### src/rtl/booth_mult_seq_pkg.sv
// Shared FPU definitions for the sequential Booth multiplier: controller states,
// Booth pair operations and the exception codes reported by the shared adder.
package booth_mult_seq_pkg;

  typedef enum logic [1:0] {
    IDLE     = 2'd0,
    SCAN     = 2'd1,
    ADD_WAIT = 2'd2,
    DONE     = 2'd3
  } booth_seq_state_e;

  typedef enum logic [1:0] {
    PAIR_NOP = 2'd0,
    PAIR_ADD = 2'd1,
    PAIR_SUB = 2'd2
  } booth_op_e;

  localparam logic [1:0] ADDER_EXC_NONE = 2'b00;
  localparam logic [1:0] ADDER_EXC_OVF  = 2'b01;
  localparam logic [1:0] ADDER_EXC_UNF  = 2'b10;
  localparam logic [1:0] ADDER_EXC_INV  = 2'b11;

endpackage

### src/rtl/booth_mult_seq_pair_decode.sv
// Radix-2 Booth recoding of the {Q[0],Q1} bit pair into nop / add M / subtract M.
module booth_pair_decode
  import booth_mult_seq_pkg::*;
(
  input  logic      q0,
  input  logic      q1,
  output booth_op_e op
);

  always_comb begin
    op = PAIR_NOP;
    case ({q0, q1})
      2'b01:   op = PAIR_ADD;
      2'b10:   op = PAIR_SUB;
      default: op = PAIR_NOP;
    endcase
  end

endmodule

### src/rtl/booth_mult_seq.sv
// Sequential radix-2 Booth multiplier; partial-product add/subtract is performed by
// a shared external adder, so this block only keeps the shift/count state.
module booth_mult_seq
  import booth_mult_seq_pkg::*;
#(
  parameter int W     = 24,
  parameter int CNT_W = $clog2(W + 2)
) (
  input  logic             CLK,
  input  logic             RSTK,
  input  logic             req,
  input  logic             signed_mode,
  input  logic [W-1:0]     m1,
  input  logic [W-1:0]     m2,
  output logic [2*W-1:0]   res,
  output logic             done,
  output logic             busy,
  output logic             err,
  output logic             Adder_valid,
  output logic [W:0]       Adder_datain1,
  output logic [W:0]       Adder_datain2,
  input  logic [W:0]       Adder_dataout,
  input  logic             Adder_carryout,
  input  logic [1:0]       Adder_Exc,
  input  logic             Adder_ack,
  output booth_seq_state_e dbg_state
);

  localparam logic [CNT_W-1:0] LAST_CNT = CNT_W'(W + 1);

  booth_seq_state_e state_q, state_d;
  logic [W:0]       a_q, a_d;
  logic [W:0]       q_q, q_d;
  logic             q1_q, q1_d;
  logic [W:0]       m_q, m_d;
  logic [CNT_W-1:0] cnt_q, cnt_d;
  logic [2*W-1:0]   res_q, res_d;
  logic             err_q, err_d;
  logic             valid_q, valid_d;
  logic [W:0]       din1_q, din1_d;
  logic [W:0]       din2_q, din2_d;

  booth_op_e        pair_op;
  logic [CNT_W-1:0] cnt_inc;
  logic             unused_carry;

  // The adder result wraps modulo 2^(W+1); its carry-out carries no information here.
  assign unused_carry = Adder_carryout;

  booth_pair_decode u_pair_decode (
    .q0 (q_q[0]),
    .q1 (q1_q),
    .op (pair_op)
  );

  assign cnt_inc = cnt_q + CNT_W'(1);

  // Adder handshake: Adder_valid and both data words are held constant from the
  // issue edge until the edge that samples Adder_ack; that same edge drops
  // Adder_valid. Adder_ack is only looked at while waiting in ADD_WAIT.
  always_comb begin
    state_d = state_q;
    a_d     = a_q;
    q_d     = q_q;
    q1_d    = q1_q;
    m_d     = m_q;
    cnt_d   = cnt_q;
    res_d   = res_q;
    err_d   = err_q;
    valid_d = valid_q;
    din1_d  = din1_q;
    din2_d  = din2_q;

    case (state_q)
      IDLE: begin
        if (req) begin
          m_d     = signed_mode ? {m1[W-1], m1} : {1'b0, m1};
          q_d     = signed_mode ? {m2[W-1], m2} : {1'b0, m2};
          a_d     = '0;
          q1_d    = 1'b0;
          cnt_d   = '0;
          err_d   = 1'b0;
          state_d = SCAN;
        end
      end

      SCAN: begin
        case (pair_op)
          PAIR_ADD: begin
            valid_d = 1'b1;
            din1_d  = a_q;
            din2_d  = m_q;
            state_d = ADD_WAIT;
          end
          PAIR_SUB: begin
            valid_d = 1'b1;
            din1_d  = a_q;
            din2_d  = ~m_q + (W+1)'(1);
            state_d = ADD_WAIT;
          end
          default: begin
            a_d     = {a_q[W], a_q[W:1]};
            q_d     = {a_q[0], q_q[W:1]};
            q1_d    = q_q[0];
            cnt_d   = cnt_inc;
            state_d = (cnt_inc == LAST_CNT) ? DONE : SCAN;
          end
        endcase
      end

      ADD_WAIT: begin
        if (Adder_ack) begin
          // The sum is written back already shifted, so an add iteration needs no
          // separate shift cycle.
          a_d     = {Adder_dataout[W], Adder_dataout[W:1]};
          q_d     = {Adder_dataout[0], q_q[W:1]};
          q1_d    = q_q[0];
          cnt_d   = cnt_inc;
          valid_d = 1'b0;
          err_d   = err_q | (Adder_Exc != ADDER_EXC_NONE);
          state_d = (cnt_inc == LAST_CNT) ? DONE : SCAN;
        end
      end

      DONE: begin
        state_d = IDLE;
      end

      default: begin
        state_d = IDLE;
      end
    endcase

    if ((state_d == DONE) && (state_q != DONE)) begin
      res_d = {a_d[W-2:0], q_d};
    end
  end

  always_ff @(posedge CLK or negedge RSTK) begin
    if (!RSTK) begin
      state_q <= IDLE;
      a_q     <= '0;
      q_q     <= '0;
      q1_q    <= 1'b0;
      m_q     <= '0;
      cnt_q   <= '0;
      res_q   <= '0;
      err_q   <= 1'b0;
      valid_q <= 1'b0;
      din1_q  <= '0;
      din2_q  <= '0;
    end else begin
      state_q <= state_d;
      a_q     <= a_d;
      q_q     <= q_d;
      q1_q    <= q1_d;
      m_q     <= m_d;
      cnt_q   <= cnt_d;
      res_q   <= res_d;
      err_q   <= err_d;
      valid_q <= valid_d;
      din1_q  <= din1_d;
      din2_q  <= din2_d;
    end
  end

  assign res           = res_q;
  assign done          = (state_q == DONE);
  assign busy          = (state_q != IDLE);
  assign err           = err_q;
  assign Adder_valid   = valid_q;
  assign Adder_datain1 = din1_q;
  assign Adder_datain2 = din2_q;
  assign dbg_state     = state_q;

endmodule

### config.mk
export PLATFORM = sky130hd
export DESIGN_NAME = booth_mult_seq
export DESIGN_NICKNAME = d
export VERILOG_FILES = /design/src/rtl/booth_mult_seq_pkg.sv /design/src/rtl/booth_mult_seq_pair_decode.sv /design/src/rtl/booth_mult_seq.sv
export SDC_FILE = /design/constraint.sdc
export NUM_CORES = 1
export LEC_CHECK = 0
export ABC_AREA = 1
export ABC_CLOCK_PERIOD_IN_PS = 5600
export CORE_MARGIN = 1
export CORE_UTILIZATION = 55
export CTS_CLUSTER_DIAMETER = 30
export DETAILED_ROUTE_END_ITERATION = 10
export GPL_ROUTABILITY_DRIVEN = 0
export GPL_TIMING_DRIVEN = 0
export PLACE_DENSITY = 0.82
export SLEW_MARGIN = 20
export SYNTH_ARGS = -nofsm -noshare
export SYNTH_HDL_FRONTEND = slang
export SYNTH_HIERARCHICAL = 1
export SYNTH_SLANG_ARGS = --single-unit
### constraint.sdc
create_clock -name CLK -period 5.6 [get_ports CLK]
set_input_delay 1.12 -clock CLK [delete_from_list [all_inputs] [get_ports CLK]]
set_output_delay 1.12 -clock CLK [all_outputs]
set_load 0.005 [all_outputs]
==> metrics <==
post-synthesis mux area share=0; design area=0.0112 sq mm; Global Route Usage Sum=0.323; Worst path depth=4; crit share post-route=0.548; reg2reg start=q_q[0]; I/O Buffers=183; Netlist cell types=33; worst min-delay path category=flip-flop to flip-flop; RSZ-0062 raised after global routing=no; Vias/cell=5.60; core area=0.0148 sq mm; clk_lat worst skew=430 ps; register bit count reported by yosys=183; clock sink count=183; synthesized area=0.00841 sq mm; dpl cell area=0.0105 sq mm; Critical Path RT=4480 ps; Filler cells=1104; Compound-Gate Fraction of Synth Area=0.0836; CTS Buffer Depth=2; post-route clock skew=6.59 ps; Pwr Density=614 mW/mm^2; register area share after synthesis=0.544; H-tree depth=4; xor/xnor share of the synthesized area=0.0167; worst hold path endpoint=res[44]; Detail Placement HPWL=17900 um; setup bufs post-CTS=0; drt pass-1 iters=9; Antenna Violating Nets Remaining=0; maximum vdd drop=297 uV; Hold Path Cell Cnt=2; post_cts resized=0; peak per-stage delay on the critical path=540 ps; largest net degree at the start of global routing=82; Antenna Cells=0; FMAX=0.326 GHz; failing checks=design-rule violations; DRC violations left=14; synthesis-to-finish area growth=33.0%; die width=126 um; Syn Area/Cell=8.11 sq um; Nets=1331; largest cells by area after synthesis=dfrtp_1, nand2_1, o21ai_0; CTS tree=yes; Synth Instances=1037; antenna violations before repair=0; adder-cell share of the synthesized area=0.0134; Storage cell area=0.00458 sq mm; Rel. slew slack=0.600; Synth top area share=0.544; Worst R2R Setup Slack=3040 ps; CTS clk-pin slew, worst paths=70 ps; Vias=8047; initial core utilization=0.570; drt total wl=24800 um; Synth Net Count=1127; Die Ht=126 um; FFs w/ async S/R, synth=1.00; global-route wire length before repair=39500 um; Final Hold Viols=0; Max Cap Viol=0; CP Buf/Inv Count=3; Crit Path Max Fanout=7; # hold bufs at CTS=0; status=finished with violations; simple-gate area share of the yosys netlist=0.283; Ys Warns=6; DR iter-0 viols=765; static leakage=5.40 nW; crit path cell chain=inv_1 > ha_1 > inv_1 > clkdlybuf4s50_1; Worst path most repeated cell=inv_1; Die ar.=0.0158 sq mm; Tightest Pin Transition=600 ps; number of synthesized flops with an enable pin=0; largest area contributor in the netlist=dfrtp_1; R2R Path End=res[34]; Post-Place Cells=1406; FP Rows=44; number of global-route vias before repair=7767; Num CTS Buffers=17; Primary FF master, synth=dfrtp_1; share of cells above drive strength 1=0.0486; GRT overflow=0; final setup fails=0; slowest stage cell, crit path=clkdlybuf4s50_1; largest family of logic cells by synthesized area=simple AND/OR/NAND/NOR gates; hold path startpoint=res[44]; WP data arrival=1950 ps; min Tclk post-route=3070 ps; Critical Setup Path Class=flip-flop to primary output; IO Count=185; Multi-input gate area=0.00333 sq mm; final max-slew violation count=0; CP endpoint kind=primary output; Top delay family on crit path=buffers and inverters; R2R depth=14; root buffer cell=clkbuf_16; Worst Setup Start Kind=flip-flop; Layout Cells excl Fill=1438; WL/cell=17.2 um
==> Yosys cell counts, types with 2 or more instances <==
library cell / instances
a21oi_1: 6
a22oi_1: 11
buf_1: 2
buf_2: 12
buf_4: 4
buf_6: 2
clkbuf_1: 34
dfrtp_1: 183
ha_1: 9
inv_1: 64
inv_2: 2
nand2_1: 440
nand2_2: 2
nand3_1: 37
nand3b_1: 2
nand4_1: 52
nor2_1: 38
o21ai_0: 105
o21ai_1: 3
xor2_1: 16
==> per-stage QoR <==
step                      setup WS, ps  utilization  power, W  TNS [ps]  hold WS [ps]
after floorplan                   3370            -   0.00402         0           461
after global placement           -4070        0.710   0.00536   -742570           456
after detailed placement          2400        0.714   0.00547         0           457
after CTS                         2540        0.758   0.00683         0           475
after global routing              2450        0.758   0.00732         0           484
final                             2530        0.758   0.00687         0           476
==> layout by cell type (no fill, tap or decap), drive strengths merged, types with 2 or more instances in the layout <==
cell / n
nand2: 443
dfrtp: 183
clkdlybuf4s50: 182
o21ai: 108
inv: 67
nand4: 52
clkbuf: 52
nor2: 39
nand3: 37
buf: 23
xor2: 16
a22oi: 11
ha: 9
a21oi: 6
clkinv: 6
bufinv: 5
clkinvlp: 3
nand3b: 2
nor3: 2
==> power breakdown <==
part           internal, W  total [W]  switching, W  leakage (nW)
logic              0.00127    0.00332       0.00204          2.69
registers          0.00187    0.00223      0.000363          2.41
clock network     0.000797    0.00133      0.000532         0.307
==> worst max-delay path by stage <==
stage            startpoint      end  slack [ps]
2_1_floorplan           req  res[34]        3370
3_3_place_gp           RSTK  res[29]       -4070
3_5_place_dp            req  res[34]        2400
4_1_cts        dbg_state[0]     busy        2540
5_1_grt        dbg_state[0]     busy        2450
6_report       dbg_state[0]     busy        2530
==> cell families after synthesis <==
group                      after synthesis
DFF                                    183
and+or+nand+nor                        577
buffers and inverters                  121
adders and majority gates                9
xor gates and xnor gates                16
AOI/OAI and AO/OA                      131
==> layer usage <==
layer  global-route usage  share of wire
met2                0.506           0.47
met5                    0              0
met1                0.432           0.41
met4                0.161          0.038
met3               0.0629          0.081
==> state kept, by name, indices dropped and copies added, names as in the netlist <==
signal         flops
Adder_datain1     25
Adder_datain2     25
Adder_valid        1
a_q               25
cnt_q              5
dbg_state          2
err                1
m_q               25
q1_q               1
q_q               25
res               48
==> cell type report <==
class,instances,area share
flip-flops and latches,183,0.409
clock buffers,18,0.0384
repair buffers,185,0.169
well taps,184,0.0206
inverters,67,0.0225
clock inverters,14,0.0201
multi-input cells,733,0.298
plain buffers,54,0.0221
==> tightest hold or removal path, cell delays in order, from the launching register on <==
cell and delay (ps):
dfrtp_1 340, nand2_1 50, nand2_1 50
(Power assumes the default switching activity.)
